--- config.mk ---
export PLATFORM = sky130hd
export DESIGN_NAME = dcache_mshr_flat
export DESIGN_NICKNAME = d
export VERILOG_FILES = /design/src/rtl/dcache_mshr_if.sv /design/src/rtl/dcache_mshr.sv /design/src/flat_wrapper.sv
export SDC_FILE = /design/constraint.sdc
export NUM_CORES = 1
export LEC_CHECK = 0
export CAP_MARGIN = 10
export CORE_MARGIN = 5
export CORE_UTILIZATION = 49
export CTS_CLUSTER_SIZE = 25
export DETAILED_ROUTE_END_ITERATION = 7
export HOLD_SLACK_MARGIN = 0.1
export PLACE_DENSITY = 0.74
export SLEW_MARGIN = 5
export SYNTH_ARGS = -nofsm -noshare
export SYNTH_HDL_FRONTEND = slang
export SYNTH_SLANG_ARGS = --single-unit
--- constraint.sdc ---
create_clock -name clock -period 2.6 [get_ports clock]
set_input_delay 0.65 -clock clock [delete_from_list [all_inputs] [get_ports clock]]
set_output_delay 0.65 -clock clock [all_outputs]
set_load 0.01 [all_outputs]
--- src/rtl/dcache_mshr_if.sv ---
// Bundle of the MSHR's load/store-unit allocation port, its memory request/return port and its cache fill port.
// Handshake: an allocation transfers on a cycle where alloc_valid && alloc_ready; alloc_ready depends only on registered MSHR state.
interface dcache_mshr_if #(
  parameter int ID_WIDTH = 5
);
  logic                alloc_valid;
  logic [31:0]         alloc_addr;
  logic                alloc_is_store;
  logic [1:0]          alloc_st_size;
  logic [31:0]         alloc_data;
  logic [ID_WIDTH-1:0] alloc_id;
  logic                alloc_ready;

  logic [1:0]          proc2mem_command;
  logic [31:0]         proc2mem_addr;
  logic [3:0]          mem2proc_transaction_tag;
  logic [63:0]         mem2proc_data;
  logic [3:0]          mem2proc_data_tag;

  logic                mshr2Dcache_wr;
  logic [63:0]         mshr2Dcache_mem_block;
  logic [31:0]         mshr2Dcache_addr;
  logic                mshr2Dcache_is_store;
  logic [1:0]          mshr2Dcache_st_size;
  logic [31:0]         mshr2Dcache_data;
  logic [ID_WIDTH-1:0] mshr2Dcache_id;
  logic                mshr_empty;

  modport slave (
    input  alloc_valid, alloc_addr, alloc_is_store, alloc_st_size, alloc_data, alloc_id,
    output alloc_ready,
    output proc2mem_command, proc2mem_addr,
    input  mem2proc_transaction_tag, mem2proc_data, mem2proc_data_tag,
    output mshr2Dcache_wr, mshr2Dcache_mem_block, mshr2Dcache_addr, mshr2Dcache_is_store,
    output mshr2Dcache_st_size, mshr2Dcache_data, mshr2Dcache_id, mshr_empty
  );

  modport master (
    output alloc_valid, alloc_addr, alloc_is_store, alloc_st_size, alloc_data, alloc_id,
    input  alloc_ready,
    input  proc2mem_command, proc2mem_addr,
    output mem2proc_transaction_tag, mem2proc_data, mem2proc_data_tag,
    input  mshr2Dcache_wr, mshr2Dcache_mem_block, mshr2Dcache_addr, mshr2Dcache_is_store,
    input  mshr2Dcache_st_size, mshr2Dcache_data, mshr2Dcache_id, mshr_empty
  );
endinterface

--- src/rtl/dcache_mshr.sv ---
// Miss-status holding registers between the LSU and the data cache: allocate, issue MEM_LOAD, match tags, fill.
// Optional statistics counters are built when DCACHE_MSHR_STATS_EN is defined.
module dcache_mshr #(
  parameter int NUM_ENTRIES = 4,
  parameter int ID_WIDTH    = 5
) (
  input  logic                     clock,
  input  logic                     reset,
  dcache_mshr_if.slave             mif,
  output logic [2*NUM_ENTRIES-1:0] state_dbg_o
`ifdef DCACHE_MSHR_STATS_EN
  ,
  output logic [31:0]              stat_misses,
  output logic [31:0]              stat_full_stalls,
  output logic [31:0]              stat_retries
`endif
);
  localparam int IDX_W = $clog2(NUM_ENTRIES);
  localparam logic [1:0] MEM_NONE = 2'd0;
  localparam logic [1:0] MEM_LOAD = 2'd1;

  typedef enum logic [1:0] {
    E_FREE    = 2'd0,
    E_PENDING = 2'd1,
    E_WAIT    = 2'd2
  } entry_state_e;

  entry_state_e        state_q    [NUM_ENTRIES];
  entry_state_e        state_d    [NUM_ENTRIES];
  logic [31:0]         addr_q     [NUM_ENTRIES];
  logic [31:0]         addr_d     [NUM_ENTRIES];
  logic                is_store_q [NUM_ENTRIES];
  logic                is_store_d [NUM_ENTRIES];
  logic [1:0]          st_size_q  [NUM_ENTRIES];
  logic [1:0]          st_size_d  [NUM_ENTRIES];
  logic [31:0]         data_q     [NUM_ENTRIES];
  logic [31:0]         data_d     [NUM_ENTRIES];
  logic [ID_WIDTH-1:0] id_q       [NUM_ENTRIES];
  logic [ID_WIDTH-1:0] id_d       [NUM_ENTRIES];
  logic [3:0]          tag_q      [NUM_ENTRIES];
  logic [3:0]          tag_d      [NUM_ENTRIES];

  logic                fill_wr_q, fill_wr_d;
  logic [63:0]         fill_blk_q, fill_blk_d;
  logic [31:0]         fill_addr_q, fill_addr_d;
  logic                fill_st_q, fill_st_d;
  logic [1:0]          fill_size_q, fill_size_d;
  logic [31:0]         fill_data_q, fill_data_d;
  logic [ID_WIDTH-1:0] fill_id_q, fill_id_d;

`ifdef DCACHE_MSHR_STATS_EN
  logic [31:0] misses_q, misses_d;
  logic [31:0] stalls_q, stalls_d;
  logic [31:0] retries_q, retries_d;
`endif

  logic             free_found, pend_found, blk_hit, any_busy;
  logic [IDX_W-1:0] free_idx, pend_idx;
  logic             alloc_fire;

  // Priority scans over registered state only; nothing here looks at this cycle's returns.
  always_comb begin
    free_found = 1'b0;
    free_idx   = '0;
    pend_found = 1'b0;
    pend_idx   = '0;
    blk_hit    = 1'b0;
    any_busy   = 1'b0;
    for (int i = 0; i < NUM_ENTRIES; i++) begin
      if (state_q[i] == E_FREE) begin
        if (!free_found) begin
          free_found = 1'b1;
          free_idx   = IDX_W'(i);
        end
      end else begin
        any_busy = 1'b1;
        if (addr_q[i][31:3] == mif.alloc_addr[31:3]) blk_hit = 1'b1;
      end
      if (state_q[i] == E_PENDING && !pend_found) begin
        pend_found = 1'b1;
        pend_idx   = IDX_W'(i);
      end
    end
  end

  assign mif.alloc_ready      = free_found && !blk_hit;
  assign mif.mshr_empty       = !any_busy;
  assign mif.proc2mem_command = pend_found ? MEM_LOAD : MEM_NONE;
  assign mif.proc2mem_addr    = pend_found ? {addr_q[pend_idx][31:3], 3'b000} : 32'd0;
  assign alloc_fire           = mif.alloc_valid && mif.alloc_ready;

  always_comb begin
    state_d    = state_q;
    addr_d     = addr_q;
    is_store_d = is_store_q;
    st_size_d  = st_size_q;
    data_d     = data_q;
    id_d       = id_q;
    tag_d      = tag_q;
    fill_wr_d   = 1'b0;
    fill_blk_d  = '0;
    fill_addr_d = '0;
    fill_st_d   = 1'b0;
    fill_size_d = '0;
    fill_data_d = '0;
    fill_id_d   = '0;

    // The returning entry is WAIT, so it can never be the issuing or allocating entry.
    if (mif.mem2proc_data_tag != 4'd0) begin
      for (int i = 0; i < NUM_ENTRIES; i++) begin
        if (state_q[i] == E_WAIT && tag_q[i] == mif.mem2proc_data_tag) begin
          state_d[i]  = E_FREE;
          tag_d[i]    = 4'd0;
          fill_wr_d   = 1'b1;
          fill_blk_d  = mif.mem2proc_data;
          fill_addr_d = addr_q[i];
          fill_st_d   = is_store_q[i];
          fill_size_d = st_size_q[i];
          fill_data_d = data_q[i];
          fill_id_d   = id_q[i];
        end
      end
    end

    if (pend_found && mif.mem2proc_transaction_tag != 4'd0) begin
      state_d[pend_idx] = E_WAIT;
      tag_d[pend_idx]   = mif.mem2proc_transaction_tag;
    end

    if (alloc_fire) begin
      state_d[free_idx]    = E_PENDING;
      addr_d[free_idx]     = mif.alloc_addr;
      is_store_d[free_idx] = mif.alloc_is_store;
      st_size_d[free_idx]  = mif.alloc_st_size;
      data_d[free_idx]     = mif.alloc_data;
      id_d[free_idx]       = mif.alloc_id;
    end
  end

`ifdef DCACHE_MSHR_STATS_EN
  always_comb begin
    misses_d  = misses_q  + (alloc_fire ? 32'd1 : 32'd0);
    stalls_d  = stalls_q  + ((mif.alloc_valid && !mif.alloc_ready) ? 32'd1 : 32'd0);
    retries_d = retries_q + ((pend_found && mif.mem2proc_transaction_tag == 4'd0) ? 32'd1 : 32'd0);
  end

  assign stat_misses      = misses_q;
  assign stat_full_stalls = stalls_q;
  assign stat_retries     = retries_q;
`endif

  always_ff @(posedge clock or negedge reset) begin
    if (!reset) begin
      for (int i = 0; i < NUM_ENTRIES; i++) begin
        state_q[i]    <= E_FREE;
        addr_q[i]     <= '0;
        is_store_q[i] <= 1'b0;
        st_size_q[i]  <= '0;
        data_q[i]     <= '0;
        id_q[i]       <= '0;
        tag_q[i]      <= '0;
      end
      fill_wr_q   <= 1'b0;
      fill_blk_q  <= '0;
      fill_addr_q <= '0;
      fill_st_q   <= 1'b0;
      fill_size_q <= '0;
      fill_data_q <= '0;
      fill_id_q   <= '0;
`ifdef DCACHE_MSHR_STATS_EN
      misses_q  <= '0;
      stalls_q  <= '0;
      retries_q <= '0;
`endif
    end else begin
      for (int i = 0; i < NUM_ENTRIES; i++) begin
        state_q[i]    <= state_d[i];
        addr_q[i]     <= addr_d[i];
        is_store_q[i] <= is_store_d[i];
        st_size_q[i]  <= st_size_d[i];
        data_q[i]     <= data_d[i];
        id_q[i]       <= id_d[i];
        tag_q[i]      <= tag_d[i];
      end
      fill_wr_q   <= fill_wr_d;
      fill_blk_q  <= fill_blk_d;
      fill_addr_q <= fill_addr_d;
      fill_st_q   <= fill_st_d;
      fill_size_q <= fill_size_d;
      fill_data_q <= fill_data_d;
      fill_id_q   <= fill_id_d;
`ifdef DCACHE_MSHR_STATS_EN
      misses_q  <= misses_d;
      stalls_q  <= stalls_d;
      retries_q <= retries_d;
`endif
    end
  end

  assign mif.mshr2Dcache_wr        = fill_wr_q;
  assign mif.mshr2Dcache_mem_block = fill_blk_q;
  assign mif.mshr2Dcache_addr      = fill_addr_q;
  assign mif.mshr2Dcache_is_store  = fill_st_q;
  assign mif.mshr2Dcache_st_size   = fill_size_q;
  assign mif.mshr2Dcache_data      = fill_data_q;
  assign mif.mshr2Dcache_id        = fill_id_q;

  always_comb begin
    state_dbg_o = '0;
    for (int i = 0; i < NUM_ENTRIES; i++) state_dbg_o[2*i +: 2] = state_q[i];
  end
endmodule

--- src/flat_wrapper.sv ---
// flat-port wrapper written by rule: the top's interface ports become plain ports
module dcache_mshr_flat 
#(
  parameter int NUM_ENTRIES = 4,
  parameter int ID_WIDTH    = 5
)
  (clock, reset, state_dbg_o, mif_alloc_valid, mif_alloc_addr, mif_alloc_is_store, mif_alloc_st_size, mif_alloc_data, mif_alloc_id, mif_alloc_ready, mif_proc2mem_command, mif_proc2mem_addr, mif_mem2proc_transaction_tag, mif_mem2proc_data, mif_mem2proc_data_tag, mif_mshr2Dcache_wr, mif_mshr2Dcache_mem_block, mif_mshr2Dcache_addr, mif_mshr2Dcache_is_store, mif_mshr2Dcache_st_size, mif_mshr2Dcache_data, mif_mshr2Dcache_id, mif_mshr_empty);
  dcache_mshr_if #(.ID_WIDTH(ID_WIDTH)) mif_i ();
  input  logic clock;
  input  logic reset;
  output logic [2*NUM_ENTRIES-1:0] state_dbg_o;
  input wire logic [$bits(mif_i.alloc_valid)-1:0] mif_alloc_valid;
  input wire logic [$bits(mif_i.alloc_addr)-1:0] mif_alloc_addr;
  input wire logic [$bits(mif_i.alloc_is_store)-1:0] mif_alloc_is_store;
  input wire logic [$bits(mif_i.alloc_st_size)-1:0] mif_alloc_st_size;
  input wire logic [$bits(mif_i.alloc_data)-1:0] mif_alloc_data;
  input wire logic [$bits(mif_i.alloc_id)-1:0] mif_alloc_id;
  output wire logic [$bits(mif_i.alloc_ready)-1:0] mif_alloc_ready;
  output wire logic [$bits(mif_i.proc2mem_command)-1:0] mif_proc2mem_command;
  output wire logic [$bits(mif_i.proc2mem_addr)-1:0] mif_proc2mem_addr;
  input wire logic [$bits(mif_i.mem2proc_transaction_tag)-1:0] mif_mem2proc_transaction_tag;
  input wire logic [$bits(mif_i.mem2proc_data)-1:0] mif_mem2proc_data;
  input wire logic [$bits(mif_i.mem2proc_data_tag)-1:0] mif_mem2proc_data_tag;
  output wire logic [$bits(mif_i.mshr2Dcache_wr)-1:0] mif_mshr2Dcache_wr;
  output wire logic [$bits(mif_i.mshr2Dcache_mem_block)-1:0] mif_mshr2Dcache_mem_block;
  output wire logic [$bits(mif_i.mshr2Dcache_addr)-1:0] mif_mshr2Dcache_addr;
  output wire logic [$bits(mif_i.mshr2Dcache_is_store)-1:0] mif_mshr2Dcache_is_store;
  output wire logic [$bits(mif_i.mshr2Dcache_st_size)-1:0] mif_mshr2Dcache_st_size;
  output wire logic [$bits(mif_i.mshr2Dcache_data)-1:0] mif_mshr2Dcache_data;
  output wire logic [$bits(mif_i.mshr2Dcache_id)-1:0] mif_mshr2Dcache_id;
  output wire logic [$bits(mif_i.mshr_empty)-1:0] mif_mshr_empty;
  assign mif_i.alloc_valid = mif_alloc_valid;
  assign mif_i.alloc_addr = mif_alloc_addr;
  assign mif_i.alloc_is_store = mif_alloc_is_store;
  assign mif_i.alloc_st_size = mif_alloc_st_size;
  assign mif_i.alloc_data = mif_alloc_data;
  assign mif_i.alloc_id = mif_alloc_id;
  assign mif_alloc_ready = mif_i.alloc_ready;
  assign mif_proc2mem_command = mif_i.proc2mem_command;
  assign mif_proc2mem_addr = mif_i.proc2mem_addr;
  assign mif_i.mem2proc_transaction_tag = mif_mem2proc_transaction_tag;
  assign mif_i.mem2proc_data = mif_mem2proc_data;
  assign mif_i.mem2proc_data_tag = mif_mem2proc_data_tag;
  assign mif_mshr2Dcache_wr = mif_i.mshr2Dcache_wr;
  assign mif_mshr2Dcache_mem_block = mif_i.mshr2Dcache_mem_block;
  assign mif_mshr2Dcache_addr = mif_i.mshr2Dcache_addr;
  assign mif_mshr2Dcache_is_store = mif_i.mshr2Dcache_is_store;
  assign mif_mshr2Dcache_st_size = mif_i.mshr2Dcache_st_size;
  assign mif_mshr2Dcache_data = mif_i.mshr2Dcache_data;
  assign mif_mshr2Dcache_id = mif_i.mshr2Dcache_id;
  assign mif_mshr_empty = mif_i.mshr_empty;
  dcache_mshr #(.NUM_ENTRIES(NUM_ENTRIES), .ID_WIDTH(ID_WIDTH)) u_core (.clock(clock), .reset(reset), .mif(mif_i), .state_dbg_o(state_dbg_o));
endmodule
==> results.py, run 1 <==
metrics = {
    "outcome": {
        "outcome": "complete, but fails checks",
        "violations": "negative setup slack",
    },
    "floorplan": {
        "die_h_um": 213,
        "pin_count": 328,
        "num_rows": 74,
        "die_w_um": 213,
        "core_area_um2": 40800,
        "start_util_pct": 49.6,
        "die_area_um2": 45500,
    },
    "finish": {
        "stdcell_area_um2": 31400,
        "layout_common_cells": "dfrtp_1 (447), clkdlybuf4s50_1 (262), buf_4 (254)",
        "stdcell_count": 2858,
        "layout.nets": 2436,
        "drive_gt1_share_pct": 40.7,
        "syn2layout_area_growth_pct": 55.2,
        "final_common_cell": "dfrtp_1",
    },
    "setup_path": {
        "critPathMaxFanout": 6,
        "path_cells": "nor2b_4, nor2_4, nand2_4, o21ai_4, buf_6, buf_12, mux2i_2, a221oi_2, buf_4, buf_6",
        "slowest_stage": "dfrtp_2",
        "crit_path_start_kind": "register",
        "cpMostUsedCell": "buf_6",
        "endpoint_kind": "primary output",
        "slowest_delay_ps": 440,
        "crit_family": "buffers and inverters",
        "reg2reg_slack_ps": -370,
        "path_class": "reg2out",
        "arrival_ps": 2650,
        "required_ps": 1950,
        "critPathBufInv": 4,
    },
    "logic_synthesis": {
        "ys_seq_area_share_pct": 55.5,
        "synthesis.area_um2": 20300,
        "ys.warnings.count": 0,
        "yosys.area.top_type": "dfrtp_1",
        "yosys.area_share.xor_xnor_pct": 5.53,
        "ys_seq_elements": 449,
        "ys.flop_type": "dfrtp_1",
        "synth-adder-area-share_pct": 0,
        "synth_top_area_share_pct": 55.5,
        "synth_compound_area_share_pct": 11.4,
        "yosysUniqueCellTypes": 49,
        "syn_avg_cell_area_um2": 12.2,
        "ys_top_cells_by_area": "dfrtp_1 (55%), mux2_2 (14%), xnor2_1 (4.1%), a221o_1 (3.6%), nand2_1 (2.9%)",
        "async_flop_share_pct": 100,
        "syn_inst": 1663,
        "synthMuxAreaShare_pct": 16.1,
        "synth_edf_count": 0,
        "synthSimpleGateAreaFrac_pct": 7.82,
        "synth_top_family_by_area": "multiplexers",
    },
    "clock_network": {
        "cts-root-buf": "clkbuf_16",
        "clk_latency_ps": 610,
        "cts_sinks": 449,
        "cts_max_path_buffers": 3,
        "path_clk_slew_ps": 70,
        "cts_max_level": 2,
        "cts_buffers": 48,
        "cts_tree": "done",
    },
    "drt": {
        "drtPass1Iterations": 7,
        "wl_per_cell_um": 28.1,
        "first_iter_violations": 1928,
        "vias": 17900,
        "routed_wl_mm": 80.3,
        "routed_via_density": 6.25,
        "drc_errors": 0,
        "ant_nets": 0,
    },
    "pwr": {
        "powerDensity_nw_per_um2": 1270,
        "vdd_drop_max_mv": 0.661,
        "p_leak_nw": 14.1,
    },
    "sta": {
        "period_share_pct": 127,
        "finalSetupViolations": 324,
        "setup_ws_ps": -702,
        "hold_viol_final": 0,
        "slew-limit-headroom_pct": 63.4,
        "rsz0062_at_grt": "yes",
        "finalMaxSlewViolations": 0,
        "max_slew.worst_pin.slew_ps": 543,
        "clock_skew_ps": 29.8,
        "clock.fmax_mhz": 303,
        "period_needed_ps": 3300,
    },
    "global_routing": {
        "grt_usage_pct": 30.1,
        "overflow": 0,
        "grt_pass1_vias": 17800,
        "grt_antenna_before_repair": 5,
        "grt_pass1_wl_mm": 106,
        "grt_max_degree": 91,
    },
    "min_path": {
        "hold_class": "in2reg",
    },
    "place": {
        "port_buffers": 323,
        "placed_cells": 2694,
        "placed_area_um2": 26700,
        "dpl.hpwl_mm": 44.7,
        "gp_congestion": 1.02,
    },
    "run": {
        "drv_cap": 0,
    },
}
## path summary, 6_finish.rpt
path                                       start                   end  cells past startpoint
min in group asynchronous                  reset     u_core.addr_q[19]                      2
setup reg to reg           u_core.state_dbg_o[5]     u_core.addr_q[46]                     14
setup / recovery           u_core.state_dbg_o[1]  mif_proc2mem_addr[5]                     10
hold / removal                 mif_alloc_addr[9]    u_core.addr_q[105]                      3
max in group asynchronous                  reset     u_core.data_q[54]                      3
hold reg to reg                   u_core.id_q[2]        u_core.id_q[2]                      1
## through the flow
| step | util [%] | setup slack (ps) | hold WS, ps | power (mW) | TNS, ps |
|---|---|---|---|---|---|
| 3_3_place_gp | 65.5 | -1200 | 467 | 26.8 | -302460 |
| 6_report | 77.0 | -702 | 491 | 39.9 | -102260 |
| 5_1_grt | 77.0 | -731 | 485 | 41.2 | -117750 |
| 3_5_place_dp | 65.5 | -1160 | 475 | 27.3 | -299830 |
| 4_1_cts | 71.6 | -539 | 489 | 35.7 | -20080 |
| 2_1_floorplan | - | -44.4 | 354 | 19.3 | -2620 |
## worst reg2reg max path: stages (launching register included)
cell     delay [ps]
dfrtp_1         400
buf_6           130
nor2_4           90
buf_6           120
a211o_1         160
nor4_4           70
a22oi_2         220
o21ai_4          90
buf_6           120
buf_6           110
buf_12          130
nor4_4          420
buf_12          250
buf_12          190
mux2_4          360
## logic make-up after synthesis
group / after synthesis
AND/OR/NAND/NOR: 327
buffers and inverters: 153
multiplexers: 289
AO/OA/AOI/OAI: 316
other: 1
XOR/XNOR: 128
flip-flops: 449
## state kept, by name, summed over array words and instances, names as in the netlist
signal,flops
u_core.addr_q,128
u_core.data_q,128
u_core.mif.mshr2Dcache_mem_block,64
u_core.mif.mshr2Dcache_addr,32
u_core.mif.mshr2Dcache_data,32
u_core.id_q,20
u_core.tag_q,16
u_core.st_size_q,8
u_core.state_dbg_o,8
u_core.mif.mshr2Dcache_id,5
u_core.is_store_q,4
u_core.mif.mshr2Dcache_st_size,2
u_core.mif.mshr2Dcache_is_store,1
u_core.mif.mshr2Dcache_wr,1
## layout make-up
| type | instances | area, µm² |
|---|---|---|
| Multi-Input combinational cell | 1064 | 10200 |
| Antenna cell | 3 | 7.51 |
| Clock inverter | 15 | 189 |
| Tap cell | 532 | 666 |
| Inverter | 8 | 30.0 |
| Fill cell | 2248 | 9390 |
| Timing Repair Buffer | 718 | 7630 |
| Sequential cell | 449 | 11200 |
| Clock buffer | 69 | 1430 |
## power by group
group | switching [mW] | internal, mW
Combinational | 9.23 | 11.3
Sequential | 2.22 | 10.1
Clock | 2.93 | 4.21
Total | 14.4 | 25.5
## per-layer routing
| layer | track usage, % | routed length [µm] |
|---|---|---|
| met1 | 39.5 | 29000 |
| met2 | 48.0 | 37000 |
| met3 | 7.32 | 9050 |
| met4 | 13.4 | 5220 |
| met5 | 0 | 13 |
## synth_stat cells (6+ instances only)
| master | instances |
|---|---|
| o21ai_0 | 17 |
| dfrtp_1 | 449 |
| mux2_2 | 253 |
| xor2_1 | 33 |
| buf_2 | 45 |
| mux2_1 | 35 |
| nor2_1 | 41 |
| buf_6 | 14 |
| nand2_1 | 155 |
| buf_4 | 6 |
| a221o_1 | 72 |
| nor4_1 | 15 |
| o211ai_1 | 73 |
| inv_1 | 8 |
| and2_1 | 64 |
| a22o_1 | 8 |
| xnor2_1 | 95 |
| nor3_1 | 6 |
| nand4_1 | 23 |
| a21oi_1 | 105 |
| clkbuf_1 | 76 |
| a311oi_1 | 28 |
## repair_timing
action                                 CTS  global route
gates resized for setup                265           349
setup endpoints to repair              322           336
pin swaps                               61            74
endpoints found under the hold margin   39             0
hold buffers                             1             0
cloned                                  10            24
buffers inserted                        20            33
No activity file was read; power rests on OpenSTA's default activity.
==> inputs of run 2 (changes only) <==
--- a/config.mk
+++ b/config.mk
@@ -5,13 +5,14 @@
 export SDC_FILE = /design/constraint.sdc
 export NUM_CORES = 1
 export LEC_CHECK = 0
+export ABC_CLOCK_PERIOD_IN_PS = 3600
 export CAP_MARGIN = 10
 export CORE_MARGIN = 5
-export CORE_UTILIZATION = 49
+export CORE_UTILIZATION = 52
 export CTS_CLUSTER_SIZE = 25
 export DETAILED_ROUTE_END_ITERATION = 7
 export HOLD_SLACK_MARGIN = 0.1
-export PLACE_DENSITY = 0.74
+export PLACE_DENSITY = 0.75
 export SLEW_MARGIN = 5
 export SYNTH_ARGS = -nofsm -noshare
 export SYNTH_HDL_FRONTEND = slang
==> constraint.sdc (replaced) <==
create_clock -name clock -period 3.6 [get_ports clock]
set_input_delay 0.9 -clock clock [delete_from_list [all_inputs] [get_ports clock]]
set_output_delay 0.9 -clock clock [all_outputs]
set_load 0.01 [all_outputs]
==> run 2 against run 1 <==
The run now ends clean. Clock-buffer cell count up 4. Routed wire length fell by 21%. First-iteration DRC count is 31% lower. Global-route usage fell by 1.2 points. Largest cell class unchanged.
==> results.py, run 2 (synthesis gave the netlist of run 1 again) <==
metrics = {
    "floorplan": {
        "pin_count": 328,
        "num_rows": 72,
        "die_w_um": 207,
        "die_h_um": 207,
        "start_util_pct": 52.5,
        "die_area_um2": 43000,
        "core_area_um2": 38600,
    },
    "clock_network": {
        "cts-root-buf": "clkbuf_16",
        "cts_tree": "done",
        "cts_buffers": 48,
        "cts_max_level": 2,
        "cts_hold_buf": 0,
        "path_clk_slew_ps": 60,
        "cts_sinks": 449,
        "cts_max_path_buffers": 3,
        "clk_latency_ps": 590,
    },
    "drt": {
        "routed_wl_mm": 63.3,
        "vias": 15900,
        "wl_per_cell_um": 24.3,
        "drtPass1Iterations": 7,
        "drc_errors": 0,
        "ant_nets": 0,
        "first_iter_violations": 1322,
        "routed_via_density": 6.09,
    },
    "global_routing": {
        "use_met2_pct": 46.4,
        "grt_pass1_vias": 16800,
        "grtUsageMet1_pct": 37.0,
        "grt_pass1_wl_mm": 99.1,
        "use_met3_pct": 8.86,
        "overflow": 0,
        "grt_antenna_before_repair": 5,
        "grt_max_degree": 99,
        "grt-busiest-layer": "met2",
        "grt_usage_pct": 28.9,
    },
    "sta": {
        "period_needed_ps": 3580,
        "period_share_pct": 99.4,
        "whs_ps": 267,
        "clock_skew_ps": 27.1,
        "rsz0062_at_grt": "yes",
        "finalSetupViolations": 0,
        "tns_ps": 0,
        "finalMaxSlewViolations": 0,
        "clock.fmax_mhz": 279,
        "slew-limit-headroom_pct": 43.0,
        "hold_viol_final": 0,
        "max_slew.worst_pin.slew_ps": 848,
    },
    "setup_path": {
        "crit_path_start_kind": "input port",
        "reg2reg_to": "u_core.is_store_q[2]",
        "reg2reg_from": "u_core.state_dbg_o[4]",
        "cpMostUsedCell": "buf_6",
        "endpoint_kind": "primary output",
        "path_class": "in2out",
        "slowest_stage": "clkdlybuf4s50_1",
        "slowest_delay_ps": 420,
        "path_cells": "clkdlybuf4s50_1, buf_6, xnor2_2, nand4_1, nor4_2, a21oi_1, nor2_1, or2_4, inv_1, buf_6",
        "critPathMaxFanout": 5,
        "reg2reg_slack_ps": 550,
        "required_ps": 2700,
        "worstRegToRegCells": 14,
        "arrival_ps": 2680,
    },
    "pwr": {
        "p_total_mw": 23.3,
        "powerDensity_nw_per_um2": 862,
        "p_leak_nw": 11.5,
        "vdd_drop_max_mv": 0.523,
    },
    "outcome": {
        "outcome": "finished, final reports clean",
    },
    "place": {
        "port_buffers": 323,
        "gp_congestion": 0.952,
        "dpl.hpwl_mm": 41.2,
        "placed_cells": 2502,
    },
    "finish": {
        "final_common_cell": "dfrtp_1",
        "layout_common_cells": "dfrtp_1 (447), clkdlybuf4s50_1 (268), mux2_2 (253)",
        "stdcell_count": 2606,
        "layout.nets": 2199,
        "syn2layout_area_growth_pct": 33.6,
        "drive_gt1_share_pct": 26.8,
    },
    "min_path": {
        "hold_class": "in2async",
    },
    "run": {
        "drv_cap": 0,
    },
}
-- run 2: changes by cell type in the layout (fill, tap and decap cells not counted), sizes merged --
cell,previous run,this run
buf,405,159
dlygate4sd2,16,44
clkbuf,90,74
clkdlybuf4s50,262,268
dlymetal6s2s,12,6
bufinv,4,1
clkinv,8,5
bufbuf,0,1
clkdlybuf4s15,1,2
clkinvlp,1,2
dlygate4sd3,1,0
-- run 2: worst max path at each step --
stage	end	start	slack [ps]
after global placement	mif_alloc_ready	mif_alloc_addr[17]	-560
after detailed placement	mif_alloc_ready	mif_alloc_addr[17]	-580
after CTS	mif_proc2mem_addr[15]	u_core.state_dbg_o[0]	0.7
after floorplan	mif_alloc_ready	mif_alloc_addr[17]	440
after global routing	mif_alloc_ready	mif_alloc_addr[27]	-60
final	mif_alloc_ready	mif_alloc_addr[6]	20
-- run 2: cell type report --
class	instances	area, µm²
Fill cell	2780	11500
Clock buffer	73	1400
Sequential cell	449	11200
Multi-Input combinational cell	1064	8760
Inverter	8	30.0
Clock inverter	10	110
Tap cell	518	648
Timing Repair Buffer	481	4880
Antenna cell	3	7.51
-- run 2: timing repair --
item	4_1_cts	5_1_grt
pin swaps	20	20
setup endpoints to repair	30	19
buffers inserted	9	7
resized for setup	114	27
hold endpoints to repair	0	0
gates cloned	2	1
-- run 2: where the power goes --
| part | switching (mW) | leakage (nW) | total (mW) | internal, mW |
|---|---|---|---|---|
| Combinational | 4.50 | 5.16 | 9.59 | 5.09 |
| Clock | 2.01 | 0.732 | 4.75 | 2.74 |
| Sequential | 1.74 | 5.63 | 9.01 | 7.27 |
-- run 2: stage by stage --
| stage | setup WS, ps | util, % | instance area [µm²] |
|---|---|---|---|
| after detailed placement | -577 | 64.7 | 24900 |
| final | 21.1 | 70.2 | 27100 |
| after floorplan | 435 | - | 20300 |
| after global routing | -63.2 | 70.2 | 27100 |
| after global placement | -557 | 64.7 | 24900 |
| after CTS | 0.655 | 69.7 | 26900 |
-- run 2: per-layer routing --
metal  up-vias  part of all wire, %
li1       6736                    -
met4         4                  3.5
met5         -                0.025
met1      8037                   38
met3       185                   11
met2       912                   47
-- run 2: worst max-delay path, delay by kind of cell --
family | cells | cell delay (ps)
AO/OA/AOI/OAI | 1 | 100
XOR/XNOR | 1 | 190
buffers and inverters | 4 | 730
AND/OR/NAND/NOR | 4 | 750
==> inputs of run 3 (changes only) <==
--- a/config.mk
+++ b/config.mk
@@ -13,6 +13,7 @@
 export DETAILED_ROUTE_END_ITERATION = 7
 export HOLD_SLACK_MARGIN = 0.1
 export PLACE_DENSITY = 0.75
+export SKIP_CTS_REPAIR_TIMING = 1
 export SLEW_MARGIN = 5
 export SYNTH_ARGS = -nofsm -noshare
 export SYNTH_HDL_FRONTEND = slang
==> run 3 against run 2 <==
The run now ends with negative setup slack left. Sequential cell count stayed put. Largest cell class unchanged. Critical path type is now reg2out. Critical path depth is 1 lower. Clock-buffer cell count unchanged. Fmax shrank 7.6%.
==> results.py, run 3 (synthesis gave the netlist of run 1 again) <==
metrics = {
    "outcome": {
        "outcome": "complete, but fails checks",
        "violations": "negative setup slack",
    },
    "drt": {
        "vias": 15800,
        "first_iter_violations": 1184,
        "ant_nets": 0,
        "drtPass1Iterations": 7,
        "routed_wl_mm": 63.1,
        "routed_via_density": 6.07,
        "drc_errors": 0,
        "wl_per_cell_um": 24.3,
    },
    "place": {
        "port_buffers": 323,
        "gp_congestion": 0.952,
        "placed_cells": 2502,
        "dpl.hpwl_mm": 41.2,
        "post-place-ws_ps": -577,
    },
    "floorplan": {
        "num_rows": 72,
        "start_util_pct": 52.5,
        "pin_count": 328,
        "die_h_um": 207,
        "die_area_um2": 43000,
        "die_w_um": 207,
        "core_area_um2": 38600,
    },
    "global_routing": {
        "grt_pass1_wl_mm": 97.6,
        "grt-busiest-layer": "met2",
        "overflow": 0,
        "grt_max_degree": 99,
        "grt_pass1_vias": 16600,
        "grt_usage_pct": 28.4,
        "grt_antenna_before_repair": 4,
        "use_met3_pct": 8.54,
        "use_met2_pct": 45.6,
        "grtUsageMet1_pct": 36.7,
    },
    "finish": {
        "multiInputGateArea_um2": 8730,
        "regArea_um2": 11200,
        "stdcell_count": 2599,
        "syn2layout_area_growth_pct": 33.9,
        "nFillCells": 2761,
        "layout.nets": 2193,
        "final_common_cell": "dfrtp_1",
        "drive_gt1_share_pct": 26.4,
        "layout_common_cells": "dfrtp_1 (447), clkdlybuf4s50_1 (264), mux2_2 (253)",
    },
    "setup_path": {
        "slowest_stage": "clkdlybuf4s50_1",
        "crit_path_start_kind": "register",
        "worstRegToRegCells": 12,
        "arrival_ps": 2980,
        "crit_path_end": "mif_proc2mem_addr[17]",
        "reg2reg_from": "u_core.state_dbg_o[2]",
        "slowest_delay_ps": 520,
        "path_class": "reg2out",
        "reg2reg_slack_ps": 790,
        "path_cells": "nor2b_4, nor2_2, nand2_2, o21a_4, buf_12, nand2_1, a311oi_2, buf_4, clkdlybuf4s50_1",
        "reg2reg_to": "u_core.is_store_q[2]",
        "crit_start": "u_core.state_dbg_o[3]",
        "endpoint_kind": "primary output",
        "required_ps": 2700,
        "critPathMaxFanout": 14,
    },
    "sta": {
        "max_slew.worst_pin.slew_ps": 861,
        "clock_skew_ps": 28.6,
        "rsz0062_at_grt": "yes",
        "hold_viol_final": 0,
        "finalMaxSlewViolations": 0,
        "period_share_pct": 108,
        "clock.fmax_mhz": 258,
        "finalSetupViolations": 1,
        "setup_ws_ps": -275,
        "slew-limit-headroom_pct": 42.1,
        "period_needed_ps": 3880,
    },
    "clock_network": {
        "cts_max_path_buffers": 3,
        "cts_max_level": 2,
        "cts-root-buf": "clkbuf_16",
        "cts_sinks": 449,
        "clk_latency_ps": 590,
        "cts_buffers": 48,
        "cts_tree": "done",
        "path_clk_slew_ps": 60,
    },
    "pwr": {
        "vdd_drop_max_mv": 0.524,
        "powerDensity_nw_per_um2": 860,
        "p_leak_nw": 12.0,
    },
    "min_path": {
        "hold_class": "in2async",
    },
    "run": {
        "drv_cap": 0,
    },
}
-- run 3: cell count changes in the layout (fill, tap and decap cells not counted), sizes merged --
| cell | previous run | this run |
|---|---|---|
| buf | 159 | 156 |
| bufbuf | 1 | 0 |
| clkdlybuf4s15 | 2 | 0 |
| clkdlybuf4s50 | 268 | 264 |
| diode | 3 | 2 |
| dlygate4sd2 | 44 | 0 |
| dlymetal6s2s | 6 | 54 |
-- run 3: worst max-delay path, delay by kind of cell, from the launching register on --
family | cells | cell delay [ps]
buffers and inverters | 3 | 870
AO/OA/AOI/OAI | 2 | 620
flip-flops | 1 | 450
AND/OR/NAND/NOR | 4 | 450
-- run 3: cell type report --
cell class	instances	area share, %
Sequential cell	449	41.4
Clock inverter	10	0.406
Clock buffer	73	5.14
Inverter	8	0.111
Tap cell	518	2.39
Timing Repair Buffer	475	18.3
Multi-Input combinational cell	1064	32.2
Antenna cell	2	0.0185
-- run 3: how the worst min path moves through the flow --
| stage | slack, ps | to |
|---|---|---|
| after floorplan | 460 | u_core.is_store_q[2] |
| final | 260 | u_core.addr_q[83] |
| after CTS | 270 | u_core.addr_q[42] |
| after detailed placement | 480 | u_core.data_q[49] |
| after global routing | 290 | u_core.addr_q[51] |
| after global placement | 470 | u_core.data_q[58] |
-- run 3: power breakdown --
| part | internal, mW | switching [mW] | leakage (nW) | total [mW] |
|---|---|---|---|---|
| Combinational | 5.11 | 4.45 | 5.60 | 9.56 |
| Sequential | 7.27 | 1.73 | 5.63 | 9.00 |
| Clock | 2.74 | 2.01 | 0.732 | 4.76 |
-- run 3: metal layers --
layer  vias up  routed length, µm  part of all wire (%)
met2       855              29700                    47
met4         4               2120                   3.4
met3       181               6820                    11
li1       6735                  -                     -
met5         -                 25                 0.040
met1      8002              24400                    39
-- run 3: metrics by stage --
step / util (%) / TNS [ps] / hold slack, ps / area, µm² / power (mW)
after floorplan: - / 0 / 459 / 20300 / 13.6
after global placement: 64.7 / -8080 / 467 / 24900 / 17.7
after detailed placement: 64.7 / -8120 / 475 / 24900 / 18.1
after CTS: 68.6 / -10890 / 274 / 26500 / 22.9
after global routing: 70.3 / -376 / 289 / 27100 / 24.4
final: 70.3 / -275 / 260 / 27100 / 23.3
